===== src/rtl/gelato_pkg.sv =====
// Shared types and sizing for the gelato per-warp instruction buffer.
package gelato_pkg;

  localparam int unsigned NUM_WARPS   = 8;
  localparam int unsigned DEPTH       = 2;
  localparam int unsigned ADDR_WIDTH  = 32;
  localparam int unsigned INST_WIDTH  = 32;
  localparam int unsigned SPLIT_WIDTH = 5;

  localparam int unsigned WARP_W = $clog2(NUM_WARPS);
  localparam int unsigned PTR_W  = $clog2(DEPTH);
  localparam int unsigned CNT_W  = $clog2(DEPTH + 1);

  typedef logic [WARP_W-1:0]      warp_num_t;
  typedef logic [ADDR_WIDTH-1:0]  addr_t;
  typedef logic [INST_WIDTH-1:0]  inst_t;
  typedef logic [SPLIT_WIDTH-1:0] split_num_t;
  typedef logic [CNT_W-1:0]       cnt_t;

  typedef struct packed {
    addr_t      pc;
    inst_t      inst;
    split_num_t split;
  } ibuf_entry_t;

  // A warp can take another reservation only if buffered plus in-flight leaves a free slot.
  function automatic logic has_space(input cnt_t count, input cnt_t pend);
    return ((CNT_W+1)'(count) + (CNT_W+1)'(pend)) < (CNT_W+1)'(DEPTH);
  endfunction

endpackage


===== src/rtl/gelato_warp_fifo.sv =====
// Single-warp instruction FIFO with synchronous clear; clear wins over a same-cycle push.
module gelato_warp_fifo
  import gelato_pkg::*;
(
  input  logic        clk,
  input  logic        rst_n,
  input  logic        push_i,
  input  logic        pop_i,
  input  logic        clear_i,
  input  ibuf_entry_t data_i,
  output ibuf_entry_t head_o,
  output cnt_t        count_o
);

  logic [PTR_W-1:0] rd_ptr_q;
  logic [PTR_W-1:0] wr_ptr_q;
  cnt_t             count_q;
  ibuf_entry_t      mem_q [DEPTH];
  logic             do_push;
  logic             do_pop;

  always_comb begin
    do_pop  = pop_i && (count_q != '0);
    do_push = push_i && !clear_i && ((count_q != cnt_t'(DEPTH)) || do_pop);
  end

  always_ff @(posedge clk or negedge rst_n) begin
    if (!rst_n) begin
      rd_ptr_q <= '0;
      wr_ptr_q <= '0;
      count_q  <= '0;
    end else if (clear_i) begin
      rd_ptr_q <= '0;
      wr_ptr_q <= '0;
      count_q  <= '0;
    end else begin
      if (do_push) wr_ptr_q <= wr_ptr_q + PTR_W'(1);
      if (do_pop)  rd_ptr_q <= rd_ptr_q + PTR_W'(1);
      count_q <= count_q + cnt_t'(do_push) - cnt_t'(do_pop);
    end
  end

  // Storage carries no reset; only entries below count_q are ever read out.
  always_ff @(posedge clk) begin
    if (do_push) mem_q[wr_ptr_q] <= data_i;
  end

  assign head_o  = mem_q[rd_ptr_q];
  assign count_o = count_q;

endmodule


===== src/rtl/gelato_inst_buffer.sv =====
// Per-warp instruction buffer: slot reservation, in-flight drop on flush,
// round-robin feed of one instruction per cycle into a registered output.
module gelato_inst_buffer
  import gelato_pkg::*;
(
  input  logic                 clk,
  input  logic                 rst_n,
  input  logic                 rdy,
  input  logic                 rsv_valid,
  input  warp_num_t            rsv_warp,
  output logic [NUM_WARPS-1:0] warp_space,
  input  logic                 in_valid,
  input  addr_t                in_pc,
  input  inst_t                in_inst,
  input  warp_num_t            in_warp,
  input  split_num_t           in_split,
  input  logic                 flush_valid,
  input  warp_num_t            flush_warp,
  output logic                 out_valid,
  input  logic                 out_ready,
  output addr_t                out_pc,
  output inst_t                out_inst,
  output warp_num_t            out_warp,
  output split_num_t           out_split,
  output logic                 err
);

  cnt_t                 count_w [NUM_WARPS];
  ibuf_entry_t          head_w  [NUM_WARPS];
  cnt_t                 pend_q  [NUM_WARPS];
  cnt_t                 pend_d  [NUM_WARPS];
  cnt_t                 drop_q  [NUM_WARPS];
  cnt_t                 drop_d  [NUM_WARPS];
  logic [NUM_WARPS-1:0] push;
  logic [NUM_WARPS-1:0] pop;
  logic [NUM_WARPS-1:0] clear;
  logic [NUM_WARPS-1:0] req;
  logic                 err_q, err_d;
  warp_num_t            last_grant_q;
  logic                 out_valid_q;
  ibuf_entry_t          out_q;
  warp_num_t            out_warp_q;
  ibuf_entry_t          in_entry;
  logic                 load;
  logic                 found;
  warp_num_t            winner;

  assign in_entry = '{pc: in_pc, inst: in_inst, split: in_split};

  for (genvar g = 0; g < NUM_WARPS; g++) begin : g_fifo
    gelato_warp_fifo u_fifo (
      .clk     (clk),
      .rst_n   (rst_n),
      .push_i  (push[g]),
      .pop_i   (pop[g]),
      .clear_i (clear[g]),
      .data_i  (in_entry),
      .head_o  (head_w[g]),
      .count_o (count_w[g])
    );
  end

  always_comb begin
    warp_space = '0;
    for (int unsigned w = 0; w < NUM_WARPS; w++) begin
      warp_space[w] = has_space(count_w[w], pend_q[w]);
    end
  end

  // Per-warp bookkeeping in order: arrival, then flush, then reservation.
  always_comb begin
    logic rsv_hit, arr_hit, fl_hit;
    cnt_t pend_a, drop_a;
    err_d   = err_q;
    pend_d  = pend_q;
    drop_d  = drop_q;
    push    = '0;
    clear   = '0;
    req     = '0;
    rsv_hit = 1'b0;
    arr_hit = 1'b0;
    fl_hit  = 1'b0;
    pend_a  = '0;
    drop_a  = '0;
    for (int unsigned w = 0; w < NUM_WARPS; w++) begin
      rsv_hit = rdy && rsv_valid   && (rsv_warp   == warp_num_t'(w));
      arr_hit = rdy && in_valid    && (in_warp    == warp_num_t'(w));
      fl_hit  = rdy && flush_valid && (flush_warp == warp_num_t'(w));
      pend_a  = pend_q[w];
      drop_a  = drop_q[w];
      if (arr_hit) begin
        if (pend_q[w] == '0) begin
          err_d = 1'b1;
        end else begin
          pend_a = pend_q[w] - cnt_t'(1);
          if (drop_q[w] != '0) drop_a = drop_q[w] - cnt_t'(1);
          else                 push[w] = 1'b1;
        end
      end
      if (fl_hit) drop_a = pend_a;
      pend_d[w] = pend_a;
      drop_d[w] = drop_a;
      if (rsv_hit) begin
        if (!warp_space[w]) err_d = 1'b1;
        if (pend_a != cnt_t'(DEPTH)) pend_d[w] = pend_a + cnt_t'(1);
      end
      clear[w] = fl_hit;
      req[w]   = rdy && (count_w[w] != '0) && !fl_hit;
    end
  end

  // Round-robin pick starting one past the last grant.
  always_comb begin
    warp_num_t idx;
    load   = !out_valid_q || out_ready;
    found  = 1'b0;
    winner = last_grant_q;
    idx    = '0;
    for (int unsigned i = 1; i <= NUM_WARPS; i++) begin
      idx = last_grant_q + warp_num_t'(i);
      if (!found && req[idx]) begin
        found  = 1'b1;
        winner = idx;
      end
    end
    pop = '0;
    if (load && found) pop[winner] = 1'b1;
  end

  always_ff @(posedge clk or negedge rst_n) begin
    if (!rst_n) begin
      out_valid_q  <= 1'b0;
      out_q        <= '0;
      out_warp_q   <= '0;
      last_grant_q <= warp_num_t'(NUM_WARPS - 1);
      err_q        <= 1'b0;
      pend_q       <= '{default: '0};
      drop_q       <= '{default: '0};
    end else if (rdy) begin
      err_q  <= err_d;
      pend_q <= pend_d;
      drop_q <= drop_d;
      if (load) begin
        out_valid_q <= found;
        if (found) begin
          out_q        <= head_w[winner];
          out_warp_q   <= winner;
          last_grant_q <= winner;
        end
      end else if (flush_valid && (flush_warp == out_warp_q)) begin
        out_valid_q <= 1'b0;
      end
    end
  end

  assign out_valid = out_valid_q;
  assign out_pc    = out_q.pc;
  assign out_inst  = out_q.inst;
  assign out_split = out_q.split;
  assign out_warp  = out_warp_q;
  assign err       = err_q;

endmodule

===== config.mk =====
export PLATFORM = sky130hd
export DESIGN_NAME = gelato_inst_buffer
export DESIGN_NICKNAME = d
export VERILOG_FILES = /design/src/rtl/gelato_pkg.sv /design/src/rtl/gelato_warp_fifo.sv /design/src/rtl/gelato_inst_buffer.sv
export SDC_FILE = /design/constraint.sdc
export NUM_CORES = 2
export LEC_CHECK = 0
export CAP_MARGIN = 10
export CORE_UTILIZATION = 30
export DETAILED_ROUTE_END_ITERATION = 16
export GPL_TIMING_DRIVEN = 0
export SYNTH_ARGS = -nofsm -noshare
export SYNTH_HDL_FRONTEND = slang
export SYNTH_SLANG_ARGS = --single-unit

===== constraint.sdc =====
create_clock -name clk -period 4.8 [get_ports clk]
set_input_delay 0.48 -clock clk [delete_from_list [all_inputs] [get_ports clk]]
set_output_delay 0.48 -clock clk [all_outputs]
set_load 0.02 [all_outputs]

# Word-level counts from Yosys, hierarchy flattened
# Memories as Yosys holds them, arrays and structs flattened.
# Cells that the tools add are included.
[totals]
ramBits = 1104
elab_cells = 580
out_inout_bits = 82
inputBits = 85
ff_bits = 141
memories = 8
[mem_list]
columns = ["name", "depth", "width", "rd", "rd_clocked_by_memory_dff", "write_ports", "line_no", "text"]
rows = [
  ["g_fifo[0].u_fifo.mem_q", 2, 69, 1, 0, 1, "gelato_warp_fifo.sv:18", "ibuf_entry_t mem_q [DEPTH];"],
  ["g_fifo[1].u_fifo.mem_q", 2, 69, 1, 0, 1, "gelato_warp_fifo.sv:18", ""],
  ["g_fifo[2].u_fifo.mem_q", 2, 69, 1, 0, 1, "gelato_warp_fifo.sv:18", ""],
  ["g_fifo[3].u_fifo.mem_q", 2, 69, 1, 0, 1, "gelato_warp_fifo.sv:18", ""],
  ["g_fifo[4].u_fifo.mem_q", 2, 69, 1, 0, 1, "gelato_warp_fifo.sv:18", ""],
  ["g_fifo[5].u_fifo.mem_q", 2, 69, 1, 0, 1, "gelato_warp_fifo.sv:18", ""],
  ["+2 memories", "n/a", "n/a", "n/a", "n/a", "n/a", "n/a", ""],
]
[classes]
reduce_logical = 172
order_cmp = 19
n_addsub = 71
mux = 216
bitwise_logic = 1
n_eq_ne = 46
[ops]
columns = ["operator", "count"]
rows = [
  ["binary-select mux 69 bit (select 3 bit)", 1],
  ["2-to-1 mux 2 bit", 72],
  ["2-to-1 mux 69 bit", 2],
  ["2-to-1 mux 1 bit", 123],
  ["nonzero test 2 bit", 49],
  ["logical AND 1 bit", 77],
  ["== test 3 bit (second input constant)", 12],
  ["< comparator 3 x 4 -> 1 bit (second input constant)", 9],
  ["inequality test 2 bit (second input constant)", 16],
  ["AND reduction 4 bit", 8],
  ["subtractor 2 x 1 -> 2 bit (second input constant)", 16],
  ["adder 2 x 2 -> 3 bit", 8],
  ["binary-select mux 1 bit (select 3 bit)", 8],
  ["< comparator 3 x 2 -> 1 bit (second input constant)", 8],
  ["2-to-1 mux 3 bit", 8],
  ["== test 3 x 2 -> 1 bit (second input constant)", 6],
  ["adder 1 bit (second input constant)", 16],
  ["adder 2 x 1 -> 2 bit", 8],
  ["adder 2 x 1 -> 2 bit (second input constant)", 8],
  ["zero test 1 bit", 16],
  ["zero test 2 bit", 8],
  ["inequality test 2 x 1 -> 1 bit (second input constant)", 8],
  ["subtractor 2 x 1 -> 2 bit", 8],
  ["adder 3 bit (second input constant)", 4],
  ["13 further kinds", 26],
]

# Logic depth before layout (Yosys ltp)
[depth]
depth_word = 39
depth_mapped = 21
depth_no_buf = 18

# Modules after synthesis
# A second synthesis with hierarchy kept.
[unflattened]
cells_unflattened = 3609
area_unflattened_um2 = 54390.9
[modules_own_cells]
columns = ["module", "cells_each", "seq_area_each_um2", "area_each_um2", "n_inst"]
rows = [
  ["gelato_warp_fifo", 236, 4244.1, 5188.7, 8],
  ["gelato_inst_buffer", 1721, 2731.4, 12881.1, 1],
]

# Worst setup path after synthesis
# No wires, ideal clock.
[synth_timing]
kind = "reg2reg"
from = "reg last_grant_q[1]"
to = "mem g_fifo[2].u_fifo.mem_q[0][0] in the netlist's numbering, enable pin"
arrival_ps = 4721
period_less_slack_ps = 5157
path_slack_ps = -357
path_stages_with_launch = 15
t_required_ps = 4364
setup_time_ps = 436
n_path_buf = 2
cell_sequence = "dfstp_2 -> buf_2 -> inv_1 -> ha_1 -> buf_2 -> nand2_1 -> inv_1 -> o21ai_1 -> o22ai_1 -> a211oi_2 -> nand4_1 -> or3_1 -> o21a_1 -> o311ai_2 -> and3b_1"
[synth_between]
elab_chain_len = 35
elab_cells_between_ends = 65
classes_between = "add/sub: 7; order compare: 2; mux: 37; reduce/logical: 19"
[synth_rtl]
columns = ["item", "line_no", "text"]
rows = [
  ["start, declared", "gelato_inst_buffer.sv:39", "warp_num_t last_grant_q;"],
  ["start signal, assigned", "gelato_inst_buffer.sv:135", "last_grant_q <= warp_num_t'(NUM_WARPS - 1);"],
  ["start signal, assigned", "gelato_inst_buffer.sv:148", "last_grant_q <= winner;"],
  ["adder 3 x 1 -> 3 bit", "gelato_inst_buffer.sv:120", "idx = last_grant_q + warp_num_t'(i);"],
  ["binary-select mux 1 bit (select 3 bit)", "gelato_inst_buffer.sv:121", "if (!found && req[idx]) begin"],
  ["2-to-1 mux 1 bit (implied by the code)", "gelato_inst_buffer.sv:121", ""],
  ["2-to-1 mux 1 bit", "gelato_inst_buffer.sv:121", ""],
  ["zero test 1 bit", "gelato_inst_buffer.sv:121", ""],
  ["logical AND 1 bit", "gelato_inst_buffer.sv:121", ""],
  ["2-to-1 mux 1 bit", "gelato_inst_buffer.sv:121", ""],
  ["zero test 1 bit", "gelato_inst_buffer.sv:121", ""],
  ["(+19 left out)", "n/a", ""],
  ["2-to-1 mux 1 bit (implied by the code)", "gelato_inst_buffer.sv:127", "if (load && found) pop[winner] = 1'b1;"],
  ["demux 1 bit (select 3 bit)", "gelato_inst_buffer.sv:127", ""],
  ["2-to-1 mux 8 bit (*)", "gelato_inst_buffer.sv:127", ""],
  ["logical AND 1 bit (*)", "gelato_warp_fifo.sv:23", "do_pop = pop_i && (count_q != '0);"],
  ["logical OR 1 bit (*)", "gelato_warp_fifo.sv:24", "do_push = push_i && !clear_i && ((count_q != cnt_t'(DEPTH)) || do_pop);"],
  ["logical AND 1 bit (*)", "gelato_warp_fifo.sv:24", ""],
  ["2-to-1 mux 1 bit (*)", "gelato_warp_fifo.sv:45", "if (do_push) mem_q[wr_ptr_q] <= data_i;"],
  ["2-to-1 mux 1 bit (implied by the code) (*)", "gelato_warp_fifo.sv:45", ""],
  ["end, declared", "gelato_warp_fifo.sv:18", ""],
]
# Mark *: on every way between the ends. The rest lies on a longest branch, timed or not. The select of a mux whose other input is x is not followed.

# Worst setup path in the final report
[layout_timing]
from = "reg last_grant_q[1]"
to = "reg g_fifo[5].u_fifo.count_q[1]"
[layout_between]
elab_chain_len = 36
elab_cells_between_ends = 66
classes_between = "add/sub: 9; order compare: 2; mux: 36; reduce/logical: 19"
[layout_rtl]
columns = ["item", "line_no", "text"]
rows = [
  ["adder 3 x 1 -> 3 bit", "gelato_inst_buffer.sv:120", ""],
  ["binary-select mux 1 bit (select 3 bit)", "gelato_inst_buffer.sv:121", ""],
  ["2-to-1 mux 1 bit (implied by the code)", "gelato_inst_buffer.sv:121", ""],
  ["2-to-1 mux 1 bit", "gelato_inst_buffer.sv:121", ""],
  ["zero test 1 bit", "gelato_inst_buffer.sv:121", ""],
  ["logical AND 1 bit", "gelato_inst_buffer.sv:121", ""],
  ["2-to-1 mux 1 bit", "gelato_inst_buffer.sv:121", ""],
  ["zero test 1 bit", "gelato_inst_buffer.sv:121", ""],
  ["(+20 left out)", "n/a", ""],
  ["demux 1 bit (select 3 bit)", "gelato_inst_buffer.sv:127", ""],
  ["2-to-1 mux 8 bit (*)", "gelato_inst_buffer.sv:127", ""],
  ["logical AND 1 bit (*)", "gelato_warp_fifo.sv:23", ""],
  ["logical OR 1 bit", "gelato_warp_fifo.sv:24", ""],
  ["logical AND 1 bit", "gelato_warp_fifo.sv:24", ""],
  ["adder 2 x 1 -> 2 bit", "gelato_warp_fifo.sv:39", "count_q <= count_q + cnt_t'(do_push) - cnt_t'(do_pop);"],
  ["subtractor 2 x 1 -> 2 bit (*)", "gelato_warp_fifo.sv:39", ""],
  ["2-to-1 mux 2 bit (*)", "gelato_warp_fifo.sv:32", "end else if (clear_i) begin"],
  ["end signal, assigned", "gelato_warp_fifo.sv:39", ""],
  ["end, declared", "gelato_warp_fifo.sv:17", "cnt_t count_q;"],
]
# Marks and branches as above.
# A chain may end at the register's enable or synchronous reset.

==> out/qor.csv <==
metric;value;unit
Comb pwr share;50.8;%
Worst Path Required;5420;ps
CTS H-Tree Depth;4;
Final period util;98.84;%
Die Y;418.1;µm
Post-DP HPWL;86660;µm
Post-synth EDFFs;1104;
Clock Latency Late Sink;760;ps
Hold Crit Class;in2reg;
I/O Buffers;164;
Synth Warn #;0;
CP endpoint kind;flop;
first-pass GRT wire length;203100;µm
commonest non-fill, non-tap cell in the layout;edfxtp_1;
Worst setup SP type;flop;
share of cells above drive strength 1;11.93;%
most frequent cells in the layout;edfxtp_1 (1104), mux2i_1 (978), clkdlybuf4s50_1 (163);
Placed Area;57170;µm²
CP Max Fanout;9;
clock sink count;1245;
Remaining DRCs;0;
Slew Viols, Final;0;
wirelength, routed;144000;µm
Seq cells post-synth;1245;
final hold vios;0;
total track usage;16.19;%
Post-synth top flop;edfxtp_1;
die width;418.1;µm
Int Pwr;27570;µW
RD Place Congestion;0.8316;
DRT Pass-1 Iters;5;
deepest clock path buffer count;3;
post-route ant nets;0;
Rel. slew slack;15.80;%
Nets;3633;
P&R area growth vs syn;19.97;%
num ports;167;
Power Total;46540;µW
Routed WL per cell;24.30;µm
Worst-path clk slew;60;ps
register area share after synthesis;70.62;%
vias per cell;4.859;
Num CTS Buffers;132;
Net Sw Frac;40.76;%
Max Clock Skew;23.96;ps
full die area;174800;µm²
Pwr per Cell Area;746.8;nW/µm²
core area;171700;µm²
Unique masters post-synth;81;
Synth area leaders;edfxtp_1 (64%), mux2i_1 (19%), dfrtp_1 (6.6%);
CP Class;reg2reg;
syn_area_per_cell;16.69;µm²
post-layout min period;4744;ps
CTS Root Cell;clkbuf_16;
status;completed;
Leakage Power;0.02251;µW
Async SR Flop Fraction;11.33;%
cell area after layout;62310;µm²
Setup Viol. Count Final;0;
Initial Utilization;30.25;%
largest net degree at the start of global routing;79;
total number of vias;28800;
cells after synthesis;3113;
Synth area leader;edfxtp_1;
CTS tree;done;
Synth Cell Area;51940;µm²
Iteration-0 DRC Markers;2339;
share of the synthesized area in the top cell type;63.82;%
initial antenna violation count;26;
Fmax;210.8;MHz
max_cap viols;0;
Max IR drop VDD;0.5879;mV
post-synth net total;3240;
Seq pwr share;28.1;%
crit path DAT;5360;ps
Slew @ Worst Pin;1263;ps
RSZ-0062 raised after global routing;true;
row cnt;152;
total grt overflow;0;
Net Switching;18970;µW
Clock power frac;21.1;%
vias in the first global route;28530;
critical path: stages (launching register included):
cell	delay, ps
dfstp_2	530
buf_2	210
inv_2	110
ha_1	270
buf_2	200
nand2_1	140
inv_1	70
o21ai_1	170
o22ai_2	160
a211oi_2	270
nand4_1	280
buf_4	230
o32ai_4	370
buf_12	150
buf_4	170
or3_1	250
nor3_4	80
ha_1	290
inv_1	40
ha_1	200
xnor2_1	190
xnor2_1	150
nor2_1	60
cell type report:
| type | instances | area, µm² |
|---|---|---|
| Multi-Input combinational cell | 1660 | 14650 |
| Sequential cell | 1245 | 36680 |
| Fill cell | 16010 | 109400 |
| Tap cell | 2310 | 2890 |
| Inverter | 69 | 284.0 |
| Buffer | 147 | 733.2 |
| Clock buffer | 184 | 3716 |
| Clock inverter | 58 | 462.9 |
| Antenna cell | 3 | 7.507 |
| Timing Repair Buffer | 249 | 2875 |
| Timing Repair inverter | 2 | 15.01 |
cells in the mapped netlist (all sizes together), types with 23 or more instances:
master / count
buf: 66
dfrtp: 138
inv: 68
mux2i: 980
nand2: 131
nor2: 74
and2: 26
edfxtp: 1104
nand3: 23
o21ai: 48
o221ai: 75
clkbuf: 82
ha: 34
xnor2: 33
nor3: 42
a21oi: 33
metrics by stage:
| stage | utilization [%] | TNS [ps] | worst slack [ps] | instances | hold slack, ps |
|---|---|---|---|---|---|
| 2_1_floorplan | - | 0 | 210.7 | 3113 | 184.4 |
| 3_3_place_gp | 32.91 | -3081240 | -4436 | 5587 | 468.6 |
| 3_5_place_dp | 33.29 | -897640 | -1472 | 5614 | 475.9 |
| 4_1_cts | 36.15 | 0 | 4.211 | 5910 | 124.8 |
| 5_1_grt | 36.28 | -232.9 | -61.51 | 5926 | 207.5 |
| 6_report | 36.29 | 0 | 55.73 | 5927 | 202.2 |
cell families after synthesis:
group           after synthesis  synth area share (%)
flops                      1245                 70.62
mux                         983                 19.04
simple gates                357                 3.295
compound gates              233                 3.437
buf+inv                     217                 1.869
fa+ha+maj                    42                 1.127
xor+xnor                     36                0.6070
worst paths after layout:
kind / startpoint / end / slack, ps / cells past startpoint
setup / recovery: last_grant_q[1] / g_fifo[5].u_fifo.count_o[1] / 60 / 22
hold / removal: flush_warp[1] / g_fifo[3].u_fifo.rd_ptr_q / 200 / 4
setup reg to reg: last_grant_q[1] / g_fifo[5].u_fifo.count_o[1] / 60 / 22
hold reg to reg: out_pc[5] / out_pc[5] / 490 / 2
max in group asynchronous: rst_n / out_inst[5] / 3460 / 3
min in group asynchronous: rst_n / drop_q[7] / 300 / 2
power groups by stage:
| stage | Sequential (µW) | Clock (µW) | Combinational [µW] |
|---|---|---|---|
| after detailed placement | 13300 | 0 | 22900 |
| after global routing | 13100 | 10400 | 25000 |
| final | 13100 | 9840 | 23600 |
| after floorplan | 13400 | 0 | 14900 |
| after CTS | 13100 | 10000 | 23500 |
| after global placement | 13300 | 0 | 22600 |
repair_timing:
item | CTS | global route
setup endpoints to repair | 1072 | 494
hold buffers | 1 | 0
gates cloned | 12 | 2
setup buffers | 42 | 11
hold endpoints to repair | 60 | 0
gates resized for setup | 40 | 19
pin swaps | 18 | 7
sequential cells by signal (all words and copies together), names as in the netlist:
signal	count
out_split	5
out_warp	3
err	1
out_valid	1
g_fifo.u_fifo.count_o	16
last_grant_q	3
out_inst	32
drop_q	16
pend_q	16
g_fifo.u_fifo.wr_ptr_q	8
out_pc	32
g_fifo.u_fifo.mem_q	1104
g_fifo.u_fifo.rd_ptr_q	8
routing by layer:
layer | global-route usage [%] | vias to the layer above | wire length (µm)
met5 | 0 | - | 117
met4 | 6.227 | 18 | 5155
met3 | 3.372 | 243 | 10150
met2 | 27.05 | 898 | 69840
met1 | 20.49 | 14750 | 58750
li1 | - | 12890 | -
Note: power is estimated with default switching activity, not from simulation.
